==> src/rtl/wb_arb2_mem_ctrl_if.sv <==
// Bus bundle for the two-master Wishbone B3 arbiter: both master ports, the
// shared slave port and the grant debug output.
interface wb_arb2_mem_ctrl_if #(
  parameter int dw = 32,
  parameter int aw = 32
);
  // master 0 request side
  logic [aw-1:0]   m0_adr_i;
  logic [dw-1:0]   m0_dat_i;
  logic [dw/8-1:0] m0_sel_i;
  logic            m0_we_i;
  logic [2:0]      m0_cti_i;
  logic [1:0]      m0_bte_i;
  logic            m0_cyc_i;
  logic            m0_stb_i;
  logic            m0_ack_o;
  logic            m0_err_o;
  logic            m0_rty_o;
  logic [dw-1:0]   m0_rdt_o;

  // master 1 request side
  logic [aw-1:0]   m1_adr_i;
  logic [dw-1:0]   m1_dat_i;
  logic [dw/8-1:0] m1_sel_i;
  logic            m1_we_i;
  logic [2:0]      m1_cti_i;
  logic [1:0]      m1_bte_i;
  logic            m1_cyc_i;
  logic            m1_stb_i;
  logic            m1_ack_o;
  logic            m1_err_o;
  logic            m1_rty_o;
  logic [dw-1:0]   m1_rdt_o;

  // shared slave side
  logic [aw-1:0]   s_adr_o;
  logic [dw-1:0]   s_dat_o;
  logic [dw/8-1:0] s_sel_o;
  logic            s_we_o;
  logic [2:0]      s_cti_o;
  logic [1:0]      s_bte_o;
  logic            s_cyc_o;
  logic            s_stb_o;
  logic            s_ack_i;
  logic            s_err_i;
  logic            s_rty_i;
  logic [dw-1:0]   s_rdt_i;

  logic [1:0]      grant_o;

  // Arbiter view
  modport slave (
    input  m0_adr_i, m0_dat_i, m0_sel_i, m0_we_i, m0_cti_i, m0_bte_i, m0_cyc_i, m0_stb_i,
    input  m1_adr_i, m1_dat_i, m1_sel_i, m1_we_i, m1_cti_i, m1_bte_i, m1_cyc_i, m1_stb_i,
    input  s_ack_i, s_err_i, s_rty_i, s_rdt_i,
    output m0_ack_o, m0_err_o, m0_rty_o, m0_rdt_o,
    output m1_ack_o, m1_err_o, m1_rty_o, m1_rdt_o,
    output s_adr_o, s_dat_o, s_sel_o, s_we_o, s_cti_o, s_bte_o, s_cyc_o, s_stb_o,
    output grant_o
  );

  // Environment view: the two masters plus the shared slave
  modport master (
    output m0_adr_i, m0_dat_i, m0_sel_i, m0_we_i, m0_cti_i, m0_bte_i, m0_cyc_i, m0_stb_i,
    output m1_adr_i, m1_dat_i, m1_sel_i, m1_we_i, m1_cti_i, m1_bte_i, m1_cyc_i, m1_stb_i,
    output s_ack_i, s_err_i, s_rty_i, s_rdt_i,
    input  m0_ack_o, m0_err_o, m0_rty_o, m0_rdt_o,
    input  m1_ack_o, m1_err_o, m1_rty_o, m1_rdt_o,
    input  s_adr_o, s_dat_o, s_sel_o, s_we_o, s_cti_o, s_bte_o, s_cyc_o, s_stb_o,
    input  grant_o
  );
endinterface

==> src/rtl/wb_arb2_mem_ctrl.sv <==
// Two-master Wishbone B3 arbiter: round-robin grant held for the whole cyc,
// with a response watchdog that terminates unanswered accesses with err.
module wb_arb2_mem_ctrl #(
  parameter int dw      = 32,
  parameter int aw      = 32,
  parameter int TIMEOUT = 255,
  parameter int TO_W    = 16
) (
  input logic               wb_clk_i,
  input logic               wb_rst_ni,
  wb_arb2_mem_ctrl_if.slave bus
);

  generate
    if (TIMEOUT < 0 || TIMEOUT >= (1 << TO_W)) begin : g_bad_timeout
      $error("wb_arb2_mem_ctrl: TIMEOUT must lie in 0 .. 2**TO_W-1");
    end
  endgenerate

  localparam bit            WD_EN   = (TIMEOUT > 0);
  localparam logic [TO_W-1:0] TO_LAST = TO_W'((TIMEOUT > 0) ? TIMEOUT - 1 : 0);

  typedef enum logic [1:0] {
    IDLE = 2'd0,
    OWN0 = 2'd1,
    OWN1 = 2'd2
  } state_t;

  state_t          state, state_nxt;
  logic            last;
  logic [TO_W-1:0] to_cnt, to_cnt_nxt;

  logic owned;
  logic cyc_m, stb_m;
  logic resp;
  logic expire;

  assign owned = (state == OWN0) || (state == OWN1);
  assign resp  = bus.s_ack_i | bus.s_err_i | bus.s_rty_i;

  always_comb begin
    cyc_m = 1'b0;
    stb_m = 1'b0;
    case (state)
      OWN0: begin
        cyc_m = bus.m0_cyc_i;
        stb_m = bus.m0_stb_i;
      end
      OWN1: begin
        cyc_m = bus.m1_cyc_i;
        stb_m = bus.m1_stb_i;
      end
      default: ;
    endcase
  end

  // A slave response in the expiry cycle takes precedence over the forced err
  assign expire = WD_EN && owned && cyc_m && stb_m && !resp && (to_cnt == TO_LAST);

  always_comb begin
    to_cnt_nxt = '0;
    if (WD_EN && owned && cyc_m && stb_m && !resp && !expire)
      to_cnt_nxt = to_cnt + TO_W'(1);
  end

  always_comb begin
    state_nxt = state;
    case (state)
      IDLE: begin
        if (bus.m0_cyc_i && bus.m1_cyc_i)
          state_nxt = last ? OWN0 : OWN1;
        else if (bus.m0_cyc_i)
          state_nxt = OWN0;
        else if (bus.m1_cyc_i)
          state_nxt = OWN1;
      end
      OWN0:    if (!bus.m0_cyc_i) state_nxt = IDLE;
      OWN1:    if (!bus.m1_cyc_i) state_nxt = IDLE;
      default: state_nxt = IDLE;
    endcase
  end

  always_ff @(posedge wb_clk_i or negedge wb_rst_ni) begin
    if (!wb_rst_ni) begin
      state  <= IDLE;
      last   <= 1'b1;
      to_cnt <= '0;
    end else begin
      state  <= state_nxt;
      to_cnt <= to_cnt_nxt;
      if (state == IDLE && state_nxt == OWN0)
        last <= 1'b0;
      else if (state == IDLE && state_nxt == OWN1)
        last <= 1'b1;
    end
  end

  // Slave-side mux and response routing; everything is zero while idle
  always_comb begin
    bus.s_adr_o  = '0;
    bus.s_dat_o  = '0;
    bus.s_sel_o  = '0;
    bus.s_we_o   = 1'b0;
    bus.s_cti_o  = '0;
    bus.s_bte_o  = '0;
    bus.s_cyc_o  = 1'b0;
    bus.s_stb_o  = 1'b0;
    bus.m0_ack_o = 1'b0;
    bus.m0_err_o = 1'b0;
    bus.m0_rty_o = 1'b0;
    bus.m1_ack_o = 1'b0;
    bus.m1_err_o = 1'b0;
    bus.m1_rty_o = 1'b0;
    case (state)
      OWN0: begin
        bus.s_adr_o  = bus.m0_adr_i;
        bus.s_dat_o  = bus.m0_dat_i;
        bus.s_sel_o  = bus.m0_sel_i;
        bus.s_we_o   = bus.m0_we_i;
        bus.s_cti_o  = bus.m0_cti_i;
        bus.s_bte_o  = bus.m0_bte_i;
        bus.s_cyc_o  = bus.m0_cyc_i & ~expire;
        bus.s_stb_o  = bus.m0_stb_i & ~expire;
        bus.m0_ack_o = bus.s_ack_i;
        bus.m0_err_o = bus.s_err_i | expire;
        bus.m0_rty_o = bus.s_rty_i;
      end
      OWN1: begin
        bus.s_adr_o  = bus.m1_adr_i;
        bus.s_dat_o  = bus.m1_dat_i;
        bus.s_sel_o  = bus.m1_sel_i;
        bus.s_we_o   = bus.m1_we_i;
        bus.s_cti_o  = bus.m1_cti_i;
        bus.s_bte_o  = bus.m1_bte_i;
        bus.s_cyc_o  = bus.m1_cyc_i & ~expire;
        bus.s_stb_o  = bus.m1_stb_i & ~expire;
        bus.m1_ack_o = bus.s_ack_i;
        bus.m1_err_o = bus.s_err_i | expire;
        bus.m1_rty_o = bus.s_rty_i;
      end
      default: ;
    endcase
  end

  assign bus.m0_rdt_o = bus.s_rdt_i;
  assign bus.m1_rdt_o = bus.s_rdt_i;
  assign bus.grant_o  = {state == OWN1, state == OWN0};

endmodule

==> src/flat_wrapper.sv <==
// flat-port wrapper written by rule: the top's interface ports become plain ports
module wb_arb2_mem_ctrl_flat 
#(
  parameter int dw      = 32,
  parameter int aw      = 32,
  parameter int TIMEOUT = 255,
  parameter int TO_W    = 16
)
  (wb_clk_i, wb_rst_ni, bus_m0_adr_i, bus_m0_dat_i, bus_m0_sel_i, bus_m0_we_i, bus_m0_cti_i, bus_m0_bte_i, bus_m0_cyc_i, bus_m0_stb_i, bus_m1_adr_i, bus_m1_dat_i, bus_m1_sel_i, bus_m1_we_i, bus_m1_cti_i, bus_m1_bte_i, bus_m1_cyc_i, bus_m1_stb_i, bus_s_ack_i, bus_s_err_i, bus_s_rty_i, bus_s_rdt_i, bus_m0_ack_o, bus_m0_err_o, bus_m0_rty_o, bus_m0_rdt_o, bus_m1_ack_o, bus_m1_err_o, bus_m1_rty_o, bus_m1_rdt_o, bus_s_adr_o, bus_s_dat_o, bus_s_sel_o, bus_s_we_o, bus_s_cti_o, bus_s_bte_o, bus_s_cyc_o, bus_s_stb_o, bus_grant_o);
  wb_arb2_mem_ctrl_if #(.dw(dw), .aw(aw)) bus_i ();
  input logic wb_clk_i;
  input logic wb_rst_ni;
  input wire logic [$bits(bus_i.m0_adr_i)-1:0] bus_m0_adr_i;
  input wire logic [$bits(bus_i.m0_dat_i)-1:0] bus_m0_dat_i;
  input wire logic [$bits(bus_i.m0_sel_i)-1:0] bus_m0_sel_i;
  input wire logic [$bits(bus_i.m0_we_i)-1:0] bus_m0_we_i;
  input wire logic [$bits(bus_i.m0_cti_i)-1:0] bus_m0_cti_i;
  input wire logic [$bits(bus_i.m0_bte_i)-1:0] bus_m0_bte_i;
  input wire logic [$bits(bus_i.m0_cyc_i)-1:0] bus_m0_cyc_i;
  input wire logic [$bits(bus_i.m0_stb_i)-1:0] bus_m0_stb_i;
  input wire logic [$bits(bus_i.m1_adr_i)-1:0] bus_m1_adr_i;
  input wire logic [$bits(bus_i.m1_dat_i)-1:0] bus_m1_dat_i;
  input wire logic [$bits(bus_i.m1_sel_i)-1:0] bus_m1_sel_i;
  input wire logic [$bits(bus_i.m1_we_i)-1:0] bus_m1_we_i;
  input wire logic [$bits(bus_i.m1_cti_i)-1:0] bus_m1_cti_i;
  input wire logic [$bits(bus_i.m1_bte_i)-1:0] bus_m1_bte_i;
  input wire logic [$bits(bus_i.m1_cyc_i)-1:0] bus_m1_cyc_i;
  input wire logic [$bits(bus_i.m1_stb_i)-1:0] bus_m1_stb_i;
  input wire logic [$bits(bus_i.s_ack_i)-1:0] bus_s_ack_i;
  input wire logic [$bits(bus_i.s_err_i)-1:0] bus_s_err_i;
  input wire logic [$bits(bus_i.s_rty_i)-1:0] bus_s_rty_i;
  input wire logic [$bits(bus_i.s_rdt_i)-1:0] bus_s_rdt_i;
  output wire logic [$bits(bus_i.m0_ack_o)-1:0] bus_m0_ack_o;
  output wire logic [$bits(bus_i.m0_err_o)-1:0] bus_m0_err_o;
  output wire logic [$bits(bus_i.m0_rty_o)-1:0] bus_m0_rty_o;
  output wire logic [$bits(bus_i.m0_rdt_o)-1:0] bus_m0_rdt_o;
  output wire logic [$bits(bus_i.m1_ack_o)-1:0] bus_m1_ack_o;
  output wire logic [$bits(bus_i.m1_err_o)-1:0] bus_m1_err_o;
  output wire logic [$bits(bus_i.m1_rty_o)-1:0] bus_m1_rty_o;
  output wire logic [$bits(bus_i.m1_rdt_o)-1:0] bus_m1_rdt_o;
  output wire logic [$bits(bus_i.s_adr_o)-1:0] bus_s_adr_o;
  output wire logic [$bits(bus_i.s_dat_o)-1:0] bus_s_dat_o;
  output wire logic [$bits(bus_i.s_sel_o)-1:0] bus_s_sel_o;
  output wire logic [$bits(bus_i.s_we_o)-1:0] bus_s_we_o;
  output wire logic [$bits(bus_i.s_cti_o)-1:0] bus_s_cti_o;
  output wire logic [$bits(bus_i.s_bte_o)-1:0] bus_s_bte_o;
  output wire logic [$bits(bus_i.s_cyc_o)-1:0] bus_s_cyc_o;
  output wire logic [$bits(bus_i.s_stb_o)-1:0] bus_s_stb_o;
  output wire logic [$bits(bus_i.grant_o)-1:0] bus_grant_o;
  assign bus_i.m0_adr_i = bus_m0_adr_i;
  assign bus_i.m0_dat_i = bus_m0_dat_i;
  assign bus_i.m0_sel_i = bus_m0_sel_i;
  assign bus_i.m0_we_i = bus_m0_we_i;
  assign bus_i.m0_cti_i = bus_m0_cti_i;
  assign bus_i.m0_bte_i = bus_m0_bte_i;
  assign bus_i.m0_cyc_i = bus_m0_cyc_i;
  assign bus_i.m0_stb_i = bus_m0_stb_i;
  assign bus_i.m1_adr_i = bus_m1_adr_i;
  assign bus_i.m1_dat_i = bus_m1_dat_i;
  assign bus_i.m1_sel_i = bus_m1_sel_i;
  assign bus_i.m1_we_i = bus_m1_we_i;
  assign bus_i.m1_cti_i = bus_m1_cti_i;
  assign bus_i.m1_bte_i = bus_m1_bte_i;
  assign bus_i.m1_cyc_i = bus_m1_cyc_i;
  assign bus_i.m1_stb_i = bus_m1_stb_i;
  assign bus_i.s_ack_i = bus_s_ack_i;
  assign bus_i.s_err_i = bus_s_err_i;
  assign bus_i.s_rty_i = bus_s_rty_i;
  assign bus_i.s_rdt_i = bus_s_rdt_i;
  assign bus_m0_ack_o = bus_i.m0_ack_o;
  assign bus_m0_err_o = bus_i.m0_err_o;
  assign bus_m0_rty_o = bus_i.m0_rty_o;
  assign bus_m0_rdt_o = bus_i.m0_rdt_o;
  assign bus_m1_ack_o = bus_i.m1_ack_o;
  assign bus_m1_err_o = bus_i.m1_err_o;
  assign bus_m1_rty_o = bus_i.m1_rty_o;
  assign bus_m1_rdt_o = bus_i.m1_rdt_o;
  assign bus_s_adr_o = bus_i.s_adr_o;
  assign bus_s_dat_o = bus_i.s_dat_o;
  assign bus_s_sel_o = bus_i.s_sel_o;
  assign bus_s_we_o = bus_i.s_we_o;
  assign bus_s_cti_o = bus_i.s_cti_o;
  assign bus_s_bte_o = bus_i.s_bte_o;
  assign bus_s_cyc_o = bus_i.s_cyc_o;
  assign bus_s_stb_o = bus_i.s_stb_o;
  assign bus_grant_o = bus_i.grant_o;
  wb_arb2_mem_ctrl #(.dw(dw), .aw(aw), .TIMEOUT(TIMEOUT), .TO_W(TO_W)) u_core (.wb_clk_i(wb_clk_i), .wb_rst_ni(wb_rst_ni), .bus(bus_i));
endmodule
==> config.mk <==
export PLATFORM = sky130hd
export DESIGN_NAME = wb_arb2_mem_ctrl_flat
export DESIGN_NICKNAME = d
export VERILOG_FILES = /design/src/rtl/wb_arb2_mem_ctrl_if.sv /design/src/rtl/wb_arb2_mem_ctrl.sv /design/src/flat_wrapper.sv
export SDC_FILE = /design/constraint.sdc
export NUM_CORES = 1
export LEC_CHECK = 0
export ABC_AREA = 1
export CAP_MARGIN = 20
export CORE_AREA = 2 2 129 131
export DETAILED_ROUTE_END_ITERATION = 6
export DIE_AREA = 0 0 131 133
export PLACE_DENSITY = 0.61
export SLEW_MARGIN = 20
export SYNTH_ARGS = -nofsm -noshare
export SYNTH_HDL_FRONTEND = slang
export SYNTH_SLANG_ARGS = --single-unit
export TNS_END_PERCENT = 10
==> constraint.sdc <==
create_clock -name wb_clk_i -period 2.25 [get_ports wb_clk_i]
set_clock_uncertainty 0.05 [all_clocks]
set_input_delay 0.5625 -clock wb_clk_i [delete_from_list [all_inputs] [get_ports wb_clk_i]]
set_output_delay 0.5625 -clock wb_clk_i [all_outputs]
set_load 0.01 [all_outputs]
==> metrics.txt <==
outcome finished with violations; failing checks negative setup slack; number of antenna violations at the first check in global routing 0; remaining global-route overflow 0; beginning of the worst register-to-register path u_core.state[0]; type of the worst min-delay path reg2reg; number of ports placed on the die boundary 337; pin count of the biggest net entering global routing 27; endpoint of the most critical register-to-register path u_core.to_cnt[7]; max-cap violations 0; number of buffers added by the clock tree synthesis step 3; RSZ-0062 raised after global routing true; count of filler cells inserted in the layout 1778; most common cell after layout, fill and taps aside sky130_fd_sc_hd__nand2_1; register area 476.7 µm²; DR WL met2 7216 µm; Port Buf Inserts 240; number of vias in the routed layout 3985; most frequent cells in the layout sky130_fd_sc_hd__nand2_1, sky130_fd_sc_hd__clkdlybuf4s50_1, sky130_fd_sc_hd__buf_2; DRC errors left 0; Top Layer Used met4; Final Hold Vio Count 0; portion of total power attributed to the clock network 0.067; Hold-fix buffers, CTS 0; ANT cells 0; sequential share of power 0.072; signal arrival time at the worst endpoint 1.78 ns; TritonCTS clock tree yes; Crit path largest cell delay 0.39 ns; Detail Placement HPWL 11840 µm; root buffer cell sky130_fd_sc_hd__clkbuf_16; endpoint type of the worst setup path output pin; starting density of the core 0.1749; Area Growth Syn to Fin 104.2%; wire length of the first global-routing pass 20400 µm; worst setup path category reg2out; Yosys reg bits 19; total standard cell area after synthesis 2828 µm²; area of the die 17420 µm²; metal3 WL 1612 µm; final critical delay including setup and external delays 2.395 ns; Setup-failing EPs final 64; launch instance of the worst min-delay path u_core.last; required time of the worst setup path 1.64 ns; Max-Slew Margin vs Limit 0.8173; overall power consumption 5.501 mW; CP top delay family buffers and inverters; number of cells on the worst hold path 2; largest cells by area after synthesis sky130_fd_sc_hd__nand2_1, sky130_fd_sc_hd__buf_4, sky130_fd_sc_hd__dfrtp_1, sky130_fd_sc_hd__a21oi_1, sky130_fd_sc_hd__inv_1; Wirelength per Cell 15.85 µm; post-synth top area cell sky130_fd_sc_hd__nand2_1; count of cell types in the netlist 24; area fraction of the dominant cell type after synthesis 0.2628; area of the core 16170 µm²; worst skew pair latency 0.25 ns; Max Clock Freq 417.5 MHz; slowest stage cell on the critical path sky130_fd_sc_hd__dfrtp_1; worst setup slack after layout -0.1453 ns; Avg Cell Area, Syn 5.588 µm²; fraction of layout instances using a drive strength above 1 0.3098; maximum ir drop on the vdd rail 0.0003765 V; fraction of power consumed by combinational cells 0.861; Slew @ Worst Pin 0.2719 ns; All-Layer GR Usage 0.1504; Slew Viols, Final 0; met1 WL 6114 µm; critical-path maximum fanout 3; power per cell area 952.5 nW/µm²; via count of the first global-routing pass 3609; detailed-routing iteration count for the pre-antenna-repair pass 4; die boundary width 131 µm; number of antenna-violating nets in the routed design 0; Nets 933; multi-input combinational cell area 1904 µm²; y dimension of the die 133 µm; sw frac 0.4778; post-CTS clock slew at the launch and capture registers of the worst setup and hold paths 0.05 ns; syn nets 702; portion of the clock cycle consumed by the worst path in the final layout 1.065; Initial DRC Count 163; Max Root-Sink Buffers 2; internal power 2.873 mW; total stage count of the critical path 13; Yosys warning count 0; cells on worst reg2reg path 14; H-Tree Level Count 1; final core utilization 0.3571; Worst R2R Setup Slack 0.26 ns; final weighted congestion in routability-driven placement 0.8376; aggregate routed wire length 15150 µm; capture endpoint of the worst hold path u_core.last; power spent charging and discharging nets 2.629 mW; crit start category flop; routed vias/inst 4.168; chain of cells forming the critical path buf_6 > ha_4 > buf_6 > buf_12 > nand2_4 > nand2_2 > nand2_2 > nor2_4 > buf_6 > nand3_4 > nand2_2 > nor2_1 > buf_2; cells after synthesis 506; number of sinks handled by clock tree synthesis 19; leakage power figure 2.484 nW; worst path buffer plus inverter count 5; row count 47; portion of the post-synthesis area used by sequential elements 0.1686
==> power groups by stage <==
stage	sequential, mW	combinational, mW	clock, mW
after floorplan	0.406	1.75	0
after global placement	0.400	4.09	0
after detailed placement	0.400	4.06	0
after CTS	0.396	4.12	0.379
after global routing	0.401	5.10	0.388
final	0.397	4.74	0.369
==> cell families (layout without fill, tap and decap cells) <==
group | count (synthesis) | count (layout) | share of synthesized area
flops | 19 | 19 | 0.1686
buf+inv | 127 | 357 | 0.2615
xor+xnor | 2 | 2 | 0.006196
simple gates | 265 | 265 | 0.3761
fa+ha+maj | 7 | 7 | 0.03097
compound gates | 86 | 86 | 0.1566
==> metal layers <==
layer / GRT usage / vias up
li1: - / 1994
met1: 0.1823 / 1785
met2: 0.2559 / 192
met3: 0.05338 / 14
met4: 0.02955 / 0
met5: 0 / -
==> worst max-delay path by stage <==
stage	startpoint	to	slack (ns)
after detailed placement	bus_m0_cyc_i	bus_m1_err_o	-0.63
after floorplan	u_core.state[0]	bus_m0_err_o	0.09
after global placement	bus_m0_cyc_i	bus_m1_err_o	-0.61
after CTS	u_core.state[1]	bus_m1_err_o	-0.24
final	u_core.state[0]	bus_s_stb_o	-0.15
after global routing	u_core.state[0]	bus_s_stb_o	-0.26
==> per-stage QoR <==
step | instance area, µm² | cells | hold WS [ns] | worst slack (ns) | setup TNS (ns)
floorplan | 2828 | 506 | 0.2169 | 0.09065 | 0
global placement | 5416 | 934 | 0.4196 | -0.6140 | -24.76
detailed placement | 5416 | 934 | 0.4195 | -0.6348 | -21.13
CTS | 5405 | 947 | 0.4288 | -0.2427 | -2.438
global route | 5776 | 956 | 0.4588 | -0.2587 | -7.959
finish | 5776 | 956 | 0.4272 | -0.1453 | -2.324
==> worst reg2reg max path: stages, from the launching register on <==
cell and delay [ns]:
sky130_fd_sc_hd__dfrtp_1 0.39, sky130_fd_sc_hd__buf_6 0.13, sky130_fd_sc_hd__ha_4 0.15, sky130_fd_sc_hd__buf_6 0.12, sky130_fd_sc_hd__buf_12 0.12, sky130_fd_sc_hd__nand2_4 0.06, sky130_fd_sc_hd__nand2_2 0.04, sky130_fd_sc_hd__nand2_2 0.07
sky130_fd_sc_hd__nor2_4 0.04, sky130_fd_sc_hd__buf_6 0.11, sky130_fd_sc_hd__buf_4 0.12, sky130_fd_sc_hd__buf_4 0.12, sky130_fd_sc_hd__buf_4 0.14, sky130_fd_sc_hd__nand2_4 0.16, sky130_fd_sc_hd__nor3_1 0.07
==> cells in the mapped netlist <==
cell type	count
sky130_fd_sc_hd__a21boi_0	1
sky130_fd_sc_hd__a21oi_1	77
sky130_fd_sc_hd__a21oi_2	1
sky130_fd_sc_hd__buf_2	9
sky130_fd_sc_hd__buf_4	65
sky130_fd_sc_hd__buf_6	1
sky130_fd_sc_hd__clkbuf_1	16
sky130_fd_sc_hd__dfrtp_1	18
sky130_fd_sc_hd__dfstp_2	1
sky130_fd_sc_hd__ha_1	7
sky130_fd_sc_hd__inv_1	35
sky130_fd_sc_hd__inv_2	1
sky130_fd_sc_hd__nand2_1	198
sky130_fd_sc_hd__nand2_4	1
sky130_fd_sc_hd__nand3_1	16
sky130_fd_sc_hd__nand4_1	8
sky130_fd_sc_hd__nor2_1	31
sky130_fd_sc_hd__nor2_2	1
sky130_fd_sc_hd__nor2_4	1
sky130_fd_sc_hd__nor3_1	9
sky130_fd_sc_hd__o21a_1	1
sky130_fd_sc_hd__o21ai_0	5
sky130_fd_sc_hd__o21ai_2	1
sky130_fd_sc_hd__xor2_1	2
==> repair_timing <==
item / in CTS / in global routing
gates resized for setup: 346 / 74
endpoints found under the setup margin: 84 / 80
gates cloned: 1 / 4
setup buffers: 8 / 6
pin swaps: 28 / 10
==> flip-flops by register name, summed over array words and instances, names as in the netlist <==
signal / cells
u_core.to_cnt: 16
u_core.state: 2
u_core.last: 1
==> area by class of cell <==
| type | instances | share of cell area |
|---|---|---|
| Timing Repair Buffer | 317 | 0.5013 |
| Inverter | 36 | 0.02513 |
| Multi-Input combinational cell | 360 | 0.3297 |
| Sequential cell | 19 | 0.08254 |
| Clock buffer | 4 | 0.01365 |
| Tap cell | 220 | 0.04766 |
Power figures use the tool's default switching activity.
